$ cat config.mk
export PLATFORM = sky130hd
export DESIGN_NAME = echo_delay_ctrl
export DESIGN_NICKNAME = d
export VERILOG_FILES = /design/src/rtl/echo_delay_ctrl.sv
export SDC_FILE = /design/constraint.sdc
export NUM_CORES = 1
export LEC_CHECK = 0
export CORE_MARGIN = 4
export CORE_UTILIZATION = 59
export CTS_CLUSTER_SIZE = 12
export DETAILED_ROUTE_END_ITERATION = 10
export PLACE_DENSITY_LB_ADDON = 0.15
export SKIP_CTS_REPAIR_TIMING = 1
export SYNTH_ARGS = -nofsm -noshare
export SYNTH_HDL_FRONTEND = slang
export SYNTH_SLANG_ARGS = --single-unit
$ cat constraint.sdc
create_clock -name sysclk -period 6.65 [get_ports sysclk]
set_input_delay 1.6625 -clock sysclk [delete_from_list [all_inputs] [get_ports sysclk]]
set_output_delay 1.6625 -clock sysclk [all_outputs]
set_load 0.02 [all_outputs]
$ cat src/rtl/echo_delay_ctrl.sv
// Echo delay FIFO sequencer: keeps delay-FIFO occupancy equal to the selected echo delay.
// Latency: sample_pulse 3 sysclk after a data_valid rise; wrreq/rdreq combinational in the pulse cycle; echo_en one cycle after.
// Backpressure: never writes while fifo_full, never reads while fifo_empty; full/empty faults raise sticky ovf and re-flush.
module echo_delay_ctrl #(
    parameter int FIFO_DEPTH = 1024,
    parameter int AW         = 10,
    parameter int DELAY_STEP = 64
) (
    input  logic          sysclk,
    input  logic          reset,
    input  logic          data_valid,
    input  logic [3:0]    delay_sel,
    input  logic          fifo_full,
    input  logic          fifo_empty,
    output logic          sample_pulse,
    output logic          fifo_wrreq,
    output logic          fifo_rdreq,
    output logic          echo_en,
    output logic [AW:0]   level,
    output logic          ovf
);

    typedef enum logic [1:0] {
        ST_FLUSH = 2'd0,
        ST_FILL  = 2'd1,
        ST_RUN   = 2'd2
    } state_t;

    localparam logic [11:0] STEP_W  = 12'(DELAY_STEP);
    localparam logic [11:0] MAX_W   = 12'(FIFO_DEPTH - 1);
    localparam logic [AW:0] LVL_ONE = {{AW{1'b0}}, 1'b1};

    state_t        state_q, state_d;
    logic          sync1_q, sync2_q, edge_q, pulse_q;
    logic [3:0]    delay_q, delay_d;
    logic [AW:0]   level_q, level_d;
    logic          echo_q;
    logic          ovf_q, ovf_d;
    logic          wr, rd;
    logic [11:0]   target_raw;
    logic [11:0]   target_w;

    // Delay target in samples, computed at 12 bits so code 15 with large steps cannot wrap before the clamp.
    assign target_raw = ({8'd0, delay_q} + 12'd1) * STEP_W;
    assign target_w   = (target_raw > MAX_W) ? MAX_W : target_raw;

    // Two-flop synchroniser plus edge-detect register; the pulse itself is registered so each rise yields one clean cycle.
    always_ff @(posedge sysclk or posedge reset) begin
        if (reset) begin
            sync1_q <= 1'b0;
            sync2_q <= 1'b0;
            edge_q  <= 1'b0;
            pulse_q <= 1'b0;
        end else begin
            sync1_q <= data_valid;
            sync2_q <= sync1_q;
            edge_q  <= sync2_q;
            pulse_q <= sync2_q & ~edge_q;
        end
    end

    // Next-state, FIFO request and level bookkeeping; all requests are qualified by the FIFO flags.
    always_comb begin
        state_d = state_q;
        delay_d = delay_q;
        level_d = level_q;
        ovf_d   = ovf_q;
        wr      = 1'b0;
        rd      = 1'b0;

        if (pulse_q) begin
            delay_d = delay_sel;
        end

        case (state_q)
            ST_FLUSH: begin
                // Drain whatever is left (stale after reset or from the old delay); strobes are ignored here.
                rd = ~fifo_empty;
                if (fifo_empty) begin
                    state_d = ST_FILL;
                end
            end
            ST_FILL: begin
                if (fifo_full) begin
                    ovf_d   = 1'b1;
                    state_d = ST_FLUSH;
                end else if (pulse_q) begin
                    wr = 1'b1;
                    // Once the target is reached the oldest word leaves as the new one enters.
                    if (12'(level_q) == target_w) begin
                        rd      = ~fifo_empty;
                        state_d = ST_RUN;
                    end
                end
            end
            ST_RUN: begin
                if (pulse_q) begin
                    if (delay_sel != delay_q) begin
                        state_d = ST_FLUSH;
                    end else if (fifo_full) begin
                        ovf_d   = 1'b1;
                        state_d = ST_FLUSH;
                    end else if (fifo_empty) begin
                        ovf_d   = 1'b1;
                        wr      = 1'b1;
                        state_d = ST_FLUSH;
                    end else begin
                        wr = 1'b1;
                        rd = 1'b1;
                    end
                end
            end
            default: begin
                state_d = ST_FLUSH;
            end
        endcase

        // Level restarts from zero whenever filling begins; it never goes below zero while draining stale words.
        if ((state_q == ST_FLUSH) && (state_d == ST_FILL)) begin
            level_d = '0;
        end else if (wr && !rd) begin
            level_d = level_q + LVL_ONE;
        end else if (rd && !wr && (level_q != '0)) begin
            level_d = level_q - LVL_ONE;
        end
    end

    // State, delay code, level, echo gate and sticky error registers.
    always_ff @(posedge sysclk or posedge reset) begin
        if (reset) begin
            state_q <= ST_FLUSH;
            delay_q <= 4'd0;
            level_q <= '0;
            echo_q  <= 1'b0;
            ovf_q   <= 1'b0;
        end else begin
            state_q <= state_d;
            delay_q <= delay_d;
            level_q <= level_d;
            echo_q  <= (state_d == ST_RUN);
            ovf_q   <= ovf_d;
        end
    end

    assign sample_pulse = pulse_q;
    assign fifo_wrreq   = wr & ~reset;
    assign fifo_rdreq   = rd & ~reset;
    assign echo_en      = echo_q;
    assign level        = level_q;
    assign ovf          = ovf_q;

endmodule

# Word-level counts from Yosys, hierarchy flattened
# Index checks and enable logic that the tools add are counted.
# Widths: inputs -> output; s select.
[totals]
register_bits = 23
in_bits = 9
out_inout_bits = 16
word_cells = 73
[op_classes]
addsub = 3
order_cmp = 1
n_eq_ne = 10
n_mux = 33
bitwise = 6
reduce_logical = 11
[op_table]
columns = ["operator", "count"]
rows = [
  ["$mux 11", 4],
  ["$mux 1", 17],
  ["$mux 2", 8],
  ["$add 11x1->11 const B", 1],
  ["$eq 11x11->1", 1],
  ["$gt 11x10->1 const B", 1],
  ["$reduce_bool 11->1", 1],
  ["$sub 11x1->11 const B", 1],
  ["$ne 2x2->1 const B", 3],
  ["$pmux 2 s3", 1],
  ["$add 4x1->5 const B", 1],
  ["$reduce_and 5->1", 1],
  ["$eq 2x1->1 const B", 2],
  ["$eq 2x2->1 const B", 2],
  ["$logic_and 1x1->1", 4],
  ["$ne 4x4->1", 1],
  ["$pmux 1 s2", 2],
  ["$and 1x1->1", 3],
  ["$ne 3x3->1 const B", 1],
  ["$not 1->1", 3],
  ["$pmux 1 s3", 1],
  ["$reduce_bool 3->1", 1],
  ["$logic_not 1->1", 2],
  ["$logic_not 2->1", 1],
  ["$reduce_bool 2->1", 1],
]

# Longest topological paths before layout
# Gate-level depths: netlist of the first run.
[depth]
ltp_word = 13
ltp_mapped = 16
mapped_depth_nobuf = 15

# Least setup slack after synthesis of the first run
# Ideal clock, no wire load.
[synth_timing]
kind = "input port to flip-flop"
start = "input port delay_sel[2]"
end = "register level_q[10], in the netlist level[10]"
setup_time_ps = 128
arrival_time_ps = 4697
required_time_ps = 6522
path_slack_ps = 1826
path_stages = 15
n_path_buf = 1
cell_sequence = "xnor2_1 -> and3_1 -> a41oi_1 -> o211a_1 -> and2_1 -> inv_1 -> buf_2 -> fa_1 -> a21o_1 -> a21oi_1 -> a21oi_1 -> o21ai_0 -> o21ai_0 -> mux2i_1 -> mux2_1"
[synth_via]
elab_chain_len = 8
elab_cells_between_ends = 20
classes_between = "eq/ne (2); mux (11); reduce/logical (7)"
[synth_rtl]
columns = ["item", "line", "text"]
rows = [
  ["start: declaration", "12", "input logic [3:0] delay_sel,"],
  ["$ne 4x4->1 (*)", "98", "if (delay_sel != delay_q) begin"],
  ["$mux 1", "98", ""],
  ["$mux 1", "97", "if (pulse_q) begin"],
  ["$pmux 1 s3 / $pmux 1 s2 (equally long branches)", "75", "case (state_q)"],
  ["$logic_not 1->1, on equally long branches", "121, 123", ""],
  ["$logic_and 1x1->1, on equally long branches", "121, 123", ""],
  ["$mux 11 / $logic_and 1x1->1 (equally long branches)", "121, 123", ""],
  ["$mux 11 / $reduce_bool 3->1 (equally long branches)", "-", ""],
  ["end signal: assignment", "139", "level_q <= level_d;"],
  ["end: declaration", "36", "logic [AW:0] level_q, level_d;"],
]
# Mark *: on every way between the ends. The rest lies on a longest branch, timed or not.
# A chain may end at the register's enable or synchronous reset.

# Final worst setup path of the first run
# Same ends and word-level chain as after synthesis.

==> results of run 1 <==
-- routing by layer --
layer,vias to the layer above,global-route usage,routed length (um)
met1,735,0.279,1830
met5,-,0,0
met2,47,0.353,1960
met3,8,0.0504,246
met4,0,0.0744,68
li1,759,-,-
-- per-stage QoR --
| step | hold slack [ps] | cells | cell area (um^2) |
|---|---|---|---|
| global placement | 350 | 246 | 2030 |
| CTS | 384 | 250 | 2050 |
| global route | 392 | 250 | 2050 |
| finish | 381 | 250 | 2050 |
| detailed placement | 346 | 246 | 2030 |
| floorplan | 331 | 195 | 1770 |
-- worst max-delay path by stage --
stage	to	slack [ps]	cells past startpoint
2_1_floorplan	level[10]	1830	15
3_3_place_gp	level[10]	840	15
3_5_place_dp	level[10]	630	15
4_1_cts	level[10]	960	15
5_1_grt	level[10]	510	15
6_report	level[10]	920	15
-- registers in the layout, indices dropped and copies added (netlist names) --
signal / flops
echo_en: 1
sync2_q: 1
ovf: 1
delay_q: 4
sample_pulse: 1
level: 11
state_q: 2
sync1_q: 1
edge_q: 1
-- cell usage in the layout, fill, tap and decap left out, types with 2 or more instances in the layout --
| cell type | instances |
|---|---|
| clkdlybuf4s50_1 | 24 |
| dfrtp_1 | 23 |
| a21oi_1 | 16 |
| ha_1 | 15 |
| nand3_1 | 14 |
| o21ai_0 | 13 |
| nor2_1 | 12 |
| inv_1 | 11 |
| xnor2_1 | 10 |
| nor3_1 | 10 |
| nand2_1 | 7 |
| and2_1 | 5 |
| xor2_1 | 4 |
| nor4_1 | 4 |
| nand2b_1 | 4 |
| a21o_1 | 4 |
| mux2_2 | 4 |
| mux2i_1 | 3 |
| and3_1 | 3 |
| clkbuf_4 | 3 |
| or4_4 | 2 |
| or3_1 | 2 |
| o31ai_1 | 2 |
| a31o_2 | 2 |
| a31oi_1 | 2 |
| a21boi_0 | 2 |
| nor2b_1 | 2 |
-- cell type report --
| class | instances | area, um^2 |
|---|---|---|
| clock buffer | 3 | 22.5 |
| multi-input combinational | 156 | 1120 |
| sequential | 23 | 576 |
| inverter | 11 | 41.3 |
| fill | 231 | 751 |
| clock inverter | 1 | 5.00 |
| tap | 31 | 38.8 |
| timing repair buffer | 25 | 248 |
-- power by group through the flow --
stage | Combinational, mW | Clock, mW | Sequential, mW
2_1_floorplan | 0.309 | 0 | 0.227
3_3_place_gp | 0.420 | 0 | 0.215
3_5_place_dp | 0.433 | 0 | 0.218
4_1_cts | 0.437 | 0.0669 | 0.214
5_1_grt | 0.488 | 0.0738 | 0.220
6_report | 0.442 | 0.0659 | 0.215
-- cells by family (layout without fill, tap and decap cells) --
| logic type | Yosys count | after routing | share of synthesized area |
|---|---|---|---|
| xor+xnor | 14 | 14 | 0.0694 |
| buf+inv | 16 | 40 | 0.0376 |
| flops | 23 | 23 | 0.326 |
| fa+ha+maj | 16 | 16 | 0.118 |
| mux | 8 | 8 | 0.0489 |
| simple gates | 69 | 69 | 0.215 |
| compound gates | 49 | 49 | 0.185 |
==> flow_summary.json, run 1 <==
{
  "status": "finished, final reports clean",
  "hold_path_class": "reg -> reg",
  "io_pins": 25,
  "yosys_register_bits": 23,
  "hold-path-cell-count": 0,
  "power_density_mw_per_mm2": 352,
  "fp-row-count": 19,
  "cp_max_fo": 22,
  "synth.largest_area_cell": "dfrtp_1",
  "vias": 1549,
  "drt_pass1_iterations": 4,
  "detailed_place_hpwl_um": 3070,
  "nNetsFinal": 245,
  "final_core_utilization": 0.732,
  "cts_tree": "done",
  "clk_pin_slew_worst_paths_ps": 130,
  "die_h_um": 62.7,
  "die_w_um": 62.7,
  "setup_viol_count_final": 0,
  "p_switching_uw": 330,
  "r2r_start": "level[1]",
  "die_area_mm2": 0.00393,
  "slew-limit-headroom": 0.160,
  "clkPwrFrac": 0.091,
  "required_ps": 6880,
  "cp-startpoint": "delay_sel[2]",
  "r2r_slack_ps": 1860,
  "seqPwrFrac": 0.298,
  "io_buffer_count": 24,
  "core-area_mm2": 0.00281,
  "maxCapViolations": 0,
  "grt_usage": 0.216,
  "reg2reg_depth": 14,
  "syn_area_mm2": 0.00177,
  "drive_gt1_frac": 0.0776,
  "synthToLayoutAreaGrowth_pct": 16.4,
  "cp_top_family": "compound AO/OA/AOI/OAI gates",
  "swShare": 0.456,
  "cts_buffers": 3,
  "hp-start": "sync1_q",
  "async_reset_ff_frac": 1.00,
  "ir_worst_vdd_v": 0.000232,
  "worst_pin_slew_ps": 1250,
  "synthTopCellsByArea": "dfrtp_1 (33%), ha_1 (11%), xnor2_1 (5.0%)",
  "root_buffer": "clkbuf_4",
  "remaining_drc_errors": 0,
  "holdPathEnd": "sync2_q",
  "viasPerCell": 6.20,
  "internal_power_uw": 394,
  "grt_overflow": 0,
  "crit_type": "in -> reg",
  "initial_utilization": 0.629,
  "grt_max_degree": 24,
  "min_period_ps": 5730,
  "finalHoldViolations": 0,
  "slowest_delay_ps": 550,
  "synth_top_area_frac": 0.326,
  "numClockSinks": 23,
  "routed_wirelength_um": 4100,
  "post-place-ws_ps": 629,
  "grt_pass1_vias": 1496,
  "routabilityCongestion": 0.810,
  "end_kind": "flip-flop",
  "synthesis.instances": 195,
  "setup_tns_ps": 0,
  "power_uw": 723,
  "grt_antenna_before_repair": 0,
  "yosys-top-cells-count": "dfrtp_1 (23), a21oi_1 (16), ha_1 (15), nand3_1 (14), o21ai_0 (13)",
  "ant_nets": 0,
  "num_antenna_cells": 0,
  "drt_iter0_markers": 162,
  "htree_levels": 1,
  "yosysSeqAreaShare": 0.326,
  "fin_skew_ps": 16.5,
  "start_kind": "input port",
  "drv_slew": 0,
  "r2r_end": "level[10]",
  "worstSkewPairLatency_ps": 330,
  "yosys_warnings": 0,
  "fin_crit_sh": 0.862,
  "synth_ff_type": "dfrtp_1",
  "grt_pass1_wl_um": 6930,
  "crit_slowest_cell": "fa_1",
  "pwr-share-comb": 0.611,
  "p_leak_nw": 0.882,
  "syn_nets": 220,
  "synth_most_common_cell": "dfrtp_1",
  "path_buf_inv": 2,
  "max_freq_mhz": 174,
  "avgSynthCellArea_um2": 9.05,
  "fin_ws_ps": 916,
  "wl_per_cell_um": 16.4,
  "grt_setup_unrepaired": "false",
  "clockBufferDepth": 2,
  "critPathArrivalTime_ps": 5960,
  "path_cells": "clkdlybuf4s50_1 > xnor2_1 > and3_1 > a41oi_1 > o211a_1 > and2_1 > inv_1 > fa_1 > a21o_1 > a21oi_1 > a21oi_1 > o21ai_0 > o21ai_0 > mux2i_1 > mux2_1",
  "synth_edf_count": 0,
  "synth.distinct_cells": 42
}
Power figures use the tool's default switching activity.
==> run 2, diff against run 1 <==
--- a/config.mk
+++ b/config.mk
@@ -6,7 +6,7 @@
 export NUM_CORES = 1
 export LEC_CHECK = 0
 export CORE_MARGIN = 4
-export CORE_UTILIZATION = 59
+export CORE_UTILIZATION = 54
 export CTS_CLUSTER_SIZE = 12
 export DETAILED_ROUTE_END_ITERATION = 10
 export PLACE_DENSITY_LB_ADDON = 0.15
==> constraint.sdc (replaced) <==
create_clock -name sysclk -period 5.5 [get_ports sysclk]
set_input_delay 1.375 -clock sysclk [delete_from_list [all_inputs] [get_ports sysclk]]
set_output_delay 1.375 -clock sysclk [all_outputs]
set_load 0.02 [all_outputs]
==> flow_summary.json, run 2 (synthesis results as in run 1) <==
{
  "drv_slew": 0,
  "cp_max_fo": 7,
  "fin_skew_ps": 1.90,
  "io_buffer_count": 24,
  "dp.cells": 263,
  "grt_pass1_vias": 1504,
  "die_h_um": 65.2,
  "grt_usage": 0.198,
  "htree_levels": 1,
  "remaining_drc_errors": 0,
  "power_density_mw_per_mm2": 417,
  "setup_viol_count_final": 0,
  "nNetsFinal": 249,
  "drt_pass1_iterations": 6,
  "min_period_ps": 5010,
  "cts_buffers": 3,
  "detailed_place_hpwl_um": 2970,
  "core-area_mm2": 0.00310,
  "routabilityCongestion": 0.791,
  "wl_per_cell_um": 14.6,
  "drt_iter0_markers": 119,
  "pwr-share-comb": 0.608,
  "numClockSinks": 23,
  "seqPwrFrac": 0.292,
  "routed_wirelength_um": 3900,
  "mostFrequentLayoutCells": "clkdlybuf4s50_1 (24), dfrtp_1 (23), a21oi_1 (16), ha_1 (15), nand3_1 (14)",
  "initial_utilization": 0.569,
  "internal_power_uw": 486,
  "setup_tns_ps": 0,
  "root_buffer": "clkbuf_4",
  "hold_path_class": "reg -> reg",
  "start_kind": "input port",
  "n_fill_cell": 268,
  "viasPerCell": 5.80,
  "final_common_cell": "clkdlybuf4s50_1",
  "grt_overflow": 0,
  "p_switching_uw": 392,
  "critPathArrivalTime_ps": 3640,
  "end_kind": "output pin",
  "clk_pin_slew_worst_paths_ps": 140,
  "grt_pass1_wl_um": 6800,
  "finalHoldViolations": 0,
  "slew-limit-headroom": 0.713,
  "die_w_um": 65.2,
  "maxCapViolations": 0,
  "clkPwrFrac": 0.100,
  "num_antenna_cells": 0,
  "io_pins": 25,
  "ir_worst_vdd_v": 0.000215,
  "grt_setup_unrepaired": "false",
  "stdcell_count": 267,
  "status": "finished, final reports clean",
  "cts_tree": "done",
  "largest_reg_flops": 11,
  "worstSkewPairLatency_ps": 330,
  "crit_type": "in -> out",
  "worst_pin_slew_ps": 430,
  "grt_antenna_before_repair": 0,
  "fp-row-count": 20,
  "clockBufferDepth": 2,
  "die_area_mm2": 0.00425,
  "ant_nets": 0,
  "grt_max_degree": 24,
  "max_freq_mhz": 200,
  "required_ps": 4120,
  "vias": 1549,
  "fin_crit_sh": 0.911,
  "swShare": 0.446,
  "drive_gt1_frac": 0.0942,
  "synthToLayoutAreaGrowth_pct": 19.1,
  "p_leak_nw": 0.898
}
run 2: final timing paths:
| check | from | end | slack, ps | depth (start not counted) |
|---|---|---|---|---|
| min in group asynchronous | reset | level[5] | 1420 | 3 |
| max in group asynchronous | reset | level[1] | 3850 | 3 |
| hold / removal | sync1_q | sync2_q | 370 | 0 |
| setup / recovery | fifo_full | fifo_rdreq | 490 | 5 |
| setup reg to reg | level[1] | level[10] | 1220 | 14 |
| hold reg to reg | sync1_q | sync2_q | 370 | 0 |
run 2: routing by layer:
metal	wire length [um]	global-route usage	vias to the layer above
met5	0	0	-
met2	1920	0.357	43
met1	1750	0.245	737
met3	175	0.0188	4
met4	50	0.0699	0
li1	-	-	765
run 2: power groups by stage:
stage / Combinational (mW) / Clock (mW) / Sequential (mW)
after floorplan: 0.374 / 0 / 0.274
after global placement: 0.519 / 0 / 0.258
after detailed placement: 0.531 / 0 / 0.260
after CTS: 0.535 / 0.0890 / 0.256
after global routing: 0.596 / 0.0986 / 0.263
final: 0.533 / 0.0878 / 0.256
run 2: layout make-up:
type	instances	area (um^2)	area share
Clock inverter	1	7.51	0.00357
Tap cell	44	55.1	0.0262
Clock buffer	3	22.5	0.0107
Inverter	11	41.3	0.0196
Multi-Input combinational cell	156	1120	0.534
Timing Repair Buffer	29	278	0.132
Sequential cell	23	576	0.274
run 2: per-stage QoR:
| stage | power, mW | area (um^2) | utilization | hold slack (ps) | worst slack, ps |
|---|---|---|---|---|---|
| 6_report | 0.878 | 2100 | 0.678 | 372 | 490 |
| 5_1_grt | 0.958 | 2100 | 0.678 | 385 | 382 |
| 4_1_cts | 0.880 | 2100 | 0.678 | 372 | 489 |
| 3_5_place_dp | 0.791 | 2070 | 0.668 | 340 | 460 |
| 3_3_place_gp | 0.777 | 2070 | 0.668 | 333 | 503 |
| 2_1_floorplan | 0.648 | 1770 | - | 331 | 963 |
run 2: critical path: stages:
cell	delay [ps]
clkdlybuf4s50_1	480
nand2b_1	300
or4_4	610
a211oi_1	220
clkdlybuf4s50_1	640
==> run 3, diff against run 2 <==
--- a/config.mk
+++ b/config.mk
@@ -11,6 +11,7 @@
 export DETAILED_ROUTE_END_ITERATION = 10
 export PLACE_DENSITY_LB_ADDON = 0.15
 export SKIP_CTS_REPAIR_TIMING = 1
+export SKIP_LAST_GASP = 1
 export SYNTH_ARGS = -nofsm -noshare
 export SYNTH_HDL_FRONTEND = slang
 export SYNTH_SLANG_ARGS = --single-unit
==> results of run 3 <==
Final layout, timing and power as in run 2 (identical DEF).
